File: config.mk
export PLATFORM = sky130hd
export DESIGN_NAME = ahf_sw_input_conditioner
export DESIGN_NICKNAME = d
export VERILOG_FILES = /design/src/rtl/ahf_sw_input_conditioner.sv
export SDC_FILE = /design/constraint.sdc
export NUM_CORES = 1
export LEC_CHECK = 0
export CAP_MARGIN = 20
export CORE_UTILIZATION = 39
export DETAILED_ROUTE_END_ITERATION = 10
export GPL_TIMING_DRIVEN = 0
export PLACE_DENSITY = 0.62
export SLEW_MARGIN = 20
export SYNTH_ARGS = -nofsm -noshare
export SYNTH_HDL_FRONTEND = slang
export SYNTH_SLANG_ARGS = --single-unit
File: constraint.sdc
create_clock -name CLOCK_50 -period 1.4 [get_ports CLOCK_50]
set_input_delay 0.28 -clock CLOCK_50 [delete_from_list [all_inputs] [get_ports CLOCK_50]]
set_output_delay 0.28 -clock CLOCK_50 [all_outputs]
set_load 0.005 [all_outputs]
File: src/rtl/ahf_sw_input_conditioner.sv
// ahf_sw_input_conditioner: synchronise, debounce and edge-detect board switches, handing stable values to the CPU via valid/ack.
// Optional macro SW_COND_IRQ_EN adds a registered Irq output gated by IRQ_MASK.
module ahf_sw_input_conditioner #(
    parameter int WIDTH           = 5,
    parameter int DEBOUNCE_CYCLES = 16
`ifdef SW_COND_IRQ_EN
    ,
    parameter logic [WIDTH-1:0] IRQ_MASK = '1
`endif
) (
    input  logic             CLOCK_50,
    input  logic             Reset,
    input  logic [WIDTH-1:0] SW,
    output logic [WIDTH-1:0] SW_clean,
    output logic [WIDTH-1:0] SW_rise,
    output logic [WIDTH-1:0] SW_data,
    output logic             SW_valid,
    input  logic             SW_ack,
    output logic             SW_ovf
`ifdef SW_COND_IRQ_EN
    ,
    output logic             Irq
`endif
);
    localparam int CW = $clog2(DEBOUNCE_CYCLES + 1);

    logic [WIDTH-1:0] s1_q, s2_q, cand_q, cand_d;
    logic [CW-1:0]    cnt_q, cnt_d;
    logic [WIDTH-1:0] clean_q, clean_d, rise_q, rise_d, data_q, data_d;
    logic             valid_q, valid_d, ovf_q, ovf_d;
    logic             acc, take;

    // Any change in the synchronised value restarts the stability count.
    always_comb begin
        cand_d  = s2_q;
        cnt_d   = (s2_q != cand_q) ? '0 :
                  (cnt_q < CW'(DEBOUNCE_CYCLES)) ? cnt_q + CW'(1) : cnt_q;
        acc     = (s2_q == cand_q) && (cnt_q == CW'(DEBOUNCE_CYCLES - 1)) && (cand_q != clean_q);
        take    = SW_ack && valid_q;
        clean_d = acc ? cand_q : clean_q;
        rise_d  = acc ? (cand_q & ~clean_q) : '0;
        data_d  = acc ? cand_q : data_q;
        valid_d = acc || (valid_q && !SW_ack);
        ovf_d   = take ? 1'b0 : (ovf_q || (acc && valid_q));
    end

    always_ff @(posedge CLOCK_50) begin
        if (Reset) begin
            s1_q    <= '0;
            s2_q    <= '0;
            cand_q  <= '0;
            cnt_q   <= '0;
            clean_q <= '0;
            rise_q  <= '0;
            data_q  <= '0;
            valid_q <= 1'b0;
            ovf_q   <= 1'b0;
        end else begin
            s1_q    <= SW;
            s2_q    <= s1_q;
            cand_q  <= cand_d;
            cnt_q   <= cnt_d;
            clean_q <= clean_d;
            rise_q  <= rise_d;
            data_q  <= data_d;
            valid_q <= valid_d;
            ovf_q   <= ovf_d;
        end
    end

    assign SW_clean = clean_q;
    assign SW_rise  = rise_q;
    assign SW_data  = data_q;
    assign SW_valid = valid_q;
    assign SW_ovf   = ovf_q;

`ifdef SW_COND_IRQ_EN
    logic irq_q, irq_d;

    always_comb irq_d = |(rise_d & IRQ_MASK);

    always_ff @(posedge CLOCK_50) begin
        if (Reset) irq_q <= 1'b0;
        else       irq_q <= irq_d;
    end

    assign Irq = irq_q;
`endif
endmodule

==> flow_metrics.tcl, run 1 <==
set metrics [dict create \
    post-route-period-util_pct 106 \
    start_kind "flip-flop" \
    ant_nets 0 \
    first_global_vias 803 \
    chipHeight_microns 59.6 \
    num_io_pins 25 \
    final.fill_count 290 \
    syn-cell-area_sq_mm 0.00129 \
    regToRegEndpoint "SW_rise[0]" \
    io_buffers 23 \
    total_power_mw 1.65 \
    synth-seq-area-share_pct 49.6 \
    antenna_found_initial 0 \
    cts_tree "yes" \
    drive_above_1_share_pct 37.3 \
    final.min_clock_period_ns 1.49 \
    dp.final_hpwl_microns 1390 \
    fmaxAchievable_mhz 671 \
    clock_path_buffers 2 \
    peakVddDrop_mv 0.672 \
    fin_tns_setup_ns -0.622 \
    finalHoldViolCount 0 \
    grt_util_met1_pct 16.5 \
    maxCapViolations 0 \
    cp-end-kind "flip-flop" \
    syn2layout_area_growth_pct 41.1 \
    synth_cell_type_count 28 \
    clkTransAtPathRegs_ns 0.10 \
    cp_max_fo 6 \
    reg2reg_depth 7 \
    cp_data_required_time_ns 1.68 \
    hold_buffers 0 \
    h-tree-depth 2 \
    die_area_sq_mm 0.00355 \
    fin_util_pct 58.8 \
    root_buffer "clkbuf_4" \
    grtUsageMet2_pct 23.0 \
    core-area_sq_mm 0.00310 \
    hp-class "input port to flip-flop" \
    diodes 0 \
    ys_ff_latch 32 \
    busiest_layer "met2" \
    dieWidth_microns 59.6 \
    final_area_sq_mm 0.00182 \
    synth.net_count 133 \
    drc 0 \
    num_vias 884 \
    nNetsFinal 173 \
    num_rows 20 \
    first_pass_iters 4 \
    slew_headroom_pct 66.3 \
    gp_congestion 0.680 \
    powerDensity_mw_per_mm2 903 \
    leakagePower_nw 0.767 \
    grt_use_met3_pct 5.90 \
    worst_slew_pin_slew_ns 0.505 \
    fin_hold_ws_ns 0.384 \
    worst_skew_pair.late_latency_ns 0.32 \
    wl_per_cell_microns 10.9 \
    dpl_cell_area_sq_mm 0.00158 \
    grt.total_usage_pct 14.5 \
    finalSetupViolCount 12 \
    overflow 0 \
    r2r_setup_slack_ns -0.09 \
    hold_path_depth 2 \
    avgSynthCellArea_sq_um 11.0 \
    vias_per_cell 4.38 \
    worstPathArrival_ns 1.76 \
    grt_max_degree 11 \
    yosys_warnings 0 \
    run_status "finished, violations left" \
    synthCells 118 \
    initial_core_util_pct 41.7 \
    wirelength_microns 2200 \
    drtIter0Drc 10 \
    hold_end "cand_q[4]" \
    cts.sink_count 32 \
    grt_pass1_wl_microns 3560 \
    fin_skew_ns 0.00778 \
    timing.final.ws_setup_ns -0.0894 \
    r2r-start "cnt_q[1]" \
    hold_start "Reset" \
    violations "setup timing" \
    numCtsBuffers 5 \
    maxSlewViolCount 0 \
    rsz0062_at_grt "true" \
    path_class "flip-flop to flip-flop" \
]
## cell usage after synthesis
master	n	area share [%]
ha_1	7	6.8
xnor2_1	2	1.4
xor2_1	2	1.4
or2b_1	3	1.7
nor4_2	1	0.97
nand2_2	1	0.48
and2_1	5	2.4
inv_1	7	2.0
nand3_2	1	0.77
a21oi_1	1	0.39
a211oi_1	1	0.58
dfxtp_1	32	50
xnor2_2	4	5.0
nor2_1	5	1.5
or3_4	1	0.87
a31o_1	1	0.68
nor2b_1	16	7.7
buf_4	5	2.9
a21o_2	1	0.68
o21ai_0	1	0.39
nor3_4	1	1.3
clkbuf_1	3	0.87
nand2b_1	7	3.4
mux2i_1	6	4.6
and3_1	1	0.48
nand3_1	1	0.39
nand4_1	1	0.48
nand2_1	1	0.29
## layout by cell type, fill, tap and decap left out, drive strengths merged, types with 2 or more instances in the layout
master          n
nand2           2
ha              7
and2            5
inv             7
nor2b          16
xor2            2
dfxtp          32
nor2            5
nand2b          7
nand3           2
or2b            3
buf            18
clkbuf         10
dlygate4sd2    14
mux2i           6
clkdlybuf4s50   6
xnor2           6
## area by class of cell
class,count,area (sq um),area share (%)
inverters,7,28.8,1.58
plain buffers,8,48.8,2.67
repair buffers,33,288,15.8
flip-flops and latches,32,659,36.1
clock buffers,7,65.1,3.57
well taps,44,55.1,3.02
multi-input cells,71,679,37.2
## report_power, final
part           internal, mW  switching, mW  leakage (nW)
sequential            0.931         0.0161         0.267
combinational        0.0660         0.0553         0.462
clock                 0.285          0.295        0.0374
## how the worst max path moves through the flow
stage	start	end	slack [ns]	cells after the start
after floorplan	cnt_q[0]	SW_data[0]	0.01	6
after global placement	cnt_q[0]	SW_data[2]	-0.17	6
after detailed placement	cnt_q[0]	SW_data[0]	-0.20	6
after CTS	cnt_q[1]	SW_data[0]	-0.1	7
after global routing	cnt_q[1]	SW_rise[4]	-0.19	7
final	cnt_q[1]	SW_rise[0]	-0.09	7
## timing repair
item                                   CTS  global route
gates resized for setup                 37            15
endpoints found under the hold margin    0             0
setup buffers                            6             6
pin swaps                                8            10
setup endpoints to repair               29            16
## cells by family (layout without fill, tap and decap cells)
| group | after synthesis | count (layout) | share of synthesized area [%] |
|---|---|---|---|
| simple gates | 45 | 45 | 22.7 |
| flops | 32 | 32 | 49.6 |
| buf+inv | 15 | 55 | 5.81 |
| xor+xnor | 8 | 8 | 7.74 |
| fa+ha+maj | 7 | 7 | 6.78 |
| mux | 6 | 6 | 4.65 |
| compound gates | 5 | 5 | 2.71 |
## metal layers
metal	share of wire [%]	vias to the layer above
met5	0	-
met4	2.2	0
met3	5.7	7
met2	46	27
met1	46	398
li1	-	452
## sequential cells by signal (all words and copies together) (netlist names)
name and cells:
SW_valid 1, cnt_q 5, SW_rise 5, s1_q 5, SW_ovf 1, SW_data 5
cand_d 5, cand_q 5
## worst max-delay path, stage by stage, from the launching register on
cell,delay [ns]
dfxtp_2,0.37
ha_4,0.14
and3_4,0.19
ha_4,0.14
o21ai_4,0.06
buf_6,0.12
nor4_4,0.24
and2_1,0.19
## metrics by stage
step | std cells | setup slack (ns)
after global placement | 185 | -0.169
after CTS | 198 | -0.0957
after detailed placement | 185 | -0.198
after floorplan | 118 | 0.0101
final | 202 | -0.0894
after global routing | 202 | -0.191
Note: power is estimated with default switching activity, not from simulation.
==> inputs of run 2 (changes only) <==
- CELL_PAD_IN_SITES_DETAIL_PLACEMENT: unset -> 0
- CELL_PAD_IN_SITES_GLOBAL_PLACEMENT: unset -> 1
- CORE_UTILIZATION: 39 -> 35
- CTS_BUF_LIST: unset -> sky130_fd_sc_hd__clkbuf_16
- PLACE_DENSITY: 0.62 -> 0.7
- REMOVE_ABC_BUFFERS: unset -> 1
==> run 2 against run 1 <==
Non-clock buffer count decreased by 9. Maximum frequency is 2.2% lower. The flow still finishes with violations (setup timing). Sequential power is 0.4% higher. First-iteration DRC count up 120%.
==> flow_metrics.tcl, run 2 (synthesis gave the netlist of run 1 again) <==
set metrics [dict create \
    grt.total_usage_pct 12.5 \
    wl_per_cell_microns 10.3 \
    antenna_found_initial 0 \
    fmaxAchievable_mhz 657 \
    post-route-period-util_pct 109 \
    ant_nets 0 \
    reg2reg_depth 7 \
    cp-endpoint "SW_rise[3]" \
    cp-startpoint "cnt_q[1]" \
    finalSetupViolCount 11 \
    hp-class "flip-flop to flip-flop" \
    violations "setup timing" \
    syn2layout_area_growth_pct 43.7 \
    fin_skew_ns 0.00133 \
    crit_buf_inv 1 \
    crit_cells 7 \
    clock_path_buffers 2 \
    cts.sink_count 32 \
    pre_cts_ws_ns -0.775 \
    slew_headroom_pct 63.3 \
    cts_tree "yes" \
    slowest_delay_ns 0.33 \
    r2r_setup_slack_ns -0.12 \
    worstPathArrival_ns 1.73 \
    fin_tns_setup_ns -0.756 \
    path_class "flip-flop to flip-flop" \
    hold_buffers 0 \
    final.min_clock_period_ns 1.52 \
    numCtsBuffers 5 \
    dieWidth_microns 62.8 \
    nNetsFinal 164 \
    dpl_cell_area_sq_mm 0.00154 \
    worst_slew_pin_slew_ns 0.550 \
    maxSlewViolCount 0 \
    chipHeight_microns 62.8 \
    start_kind "flip-flop" \
    multiInputGateArea_sq_um 669 \
    grt_max_degree 30 \
    io_buffers 24 \
    cp_slowest_cell "dfxtp_2" \
    final.fill_count 308 \
    final_area_sq_mm 0.00186 \
    rsz0062_at_grt "true" \
    worst_skew_pair.late_latency_ns 0.27 \
    first_pass_iters 4 \
    r2r-start "cnt_q[1]" \
    cp_max_fo 6 \
    peakVddDrop_mv 0.816 \
    vias_per_cell 4.34 \
    timing.final.ws_setup_ns -0.122 \
    grt_pass1_wl_microns 3570 \
    cp-end-kind "flip-flop" \
    run_status "finished, violations left" \
    gp_congestion 0.710 \
    drtIter0Drc 22 \
    core-area_sq_mm 0.00344 \
    h-tree-depth 2 \
    drive_above_1_share_pct 31.5 \
    critPathTopFamily "simple AND/OR/NAND/NOR gates" \
    diodes 0 \
    num_vias 847 \
    finalHoldViolCount 0 \
    drc 0 \
    hold_start "s1_q[0]" \
    seqCellArea_sq_um 654 \
    cp_data_required_time_ns 1.61 \
    die_area_sq_mm 0.00394 \
    maxCapViolations 0 \
    crit_chain "ha_2 -> and3_4 -> ha_4 -> o21ai_4 -> buf_6 -> nor4_4 -> and2_1" \
    num_rows 21 \
    fin_hold_ws_ns 0.435 \
    regToRegEndpoint "SW_rise[3]" \
    wirelength_microns 2010 \
    root_buffer "clkbuf_16" \
    initial_core_util_pct 37.5 \
    total_power_mw 2.03 \
    first_global_vias 806 \
    num_io_pins 25 \
    leakagePower_nw 0.815 \
    layout_commonest_cell "dfxtp_1" \
    overflow 0 \
    clkTransAtPathRegs_ns 0.05 \
    powerDensity_mw_per_mm2 1100 \
    final_cell_mix "dfxtp_1 (21), nor2b_1 (16), dfxtp_2 (11), clkdlybuf4s50_1 (11)" \
]
run 2: routing by layer:
| layer | wire length, microns | share of wire [%] | GRT usage [%] | vias to the layer above |
|---|---|---|---|---|
| met1 | 863 | 43 | 13.1 | 378 |
| met5 | 0 | 0 | 0 | - |
| met3 | 138 | 6.9 | 6.75 | 5 |
| met2 | 974 | 48 | 19.7 | 26 |
| met4 | 34 | 1.7 | 6.98 | 0 |
| li1 | - | - | - | 438 |
run 2: power breakdown:
part	leakage [nW]	total [mW]	switching (mW)	internal, mW
registers	0.266	0.951	0.0144	0.937
logic	0.479	0.114	0.0508	0.0636
clock network	0.0709	0.969	0.334	0.634
total	0.815	2.03	0.399	1.63
run 2: area by class of cell:
cell class                      instances  share of cell area (%)
Sequential cell                        32                    35.2
Tap cell                               46                    3.10
Multi-Input combinational cell         71                    36.1
Clock inverter                          2                   0.472
Timing Repair Buffer                   32                    17.0
Clock buffer                            5                    6.74
Inverter                                7                    1.42
run 2: worst min-delay path by stage:
stage | to | cells after the start
2_1_floorplan | cand_d[0] | 1
3_3_place_gp | cand_d[1] | 1
3_5_place_dp | cand_d[3] | 1
4_1_cts | cand_d[3] | 1
5_1_grt | cand_d[0] | 1
6_report | cand_d[0] | 1
run 2: per-stage QoR:
stage                     util (%)  instances
after CTS                     52.5        194
after global placement        44.8        180
after detailed placement      44.8        180
after floorplan                  -        110
after global routing          53.9        195
final                         53.9        195
run 2: repair_timing:
action	in CTS	in global routing
gates resized for setup	30	13
pin swaps	11	8
setup buffers	7	1
setup endpoints to repair	28	22
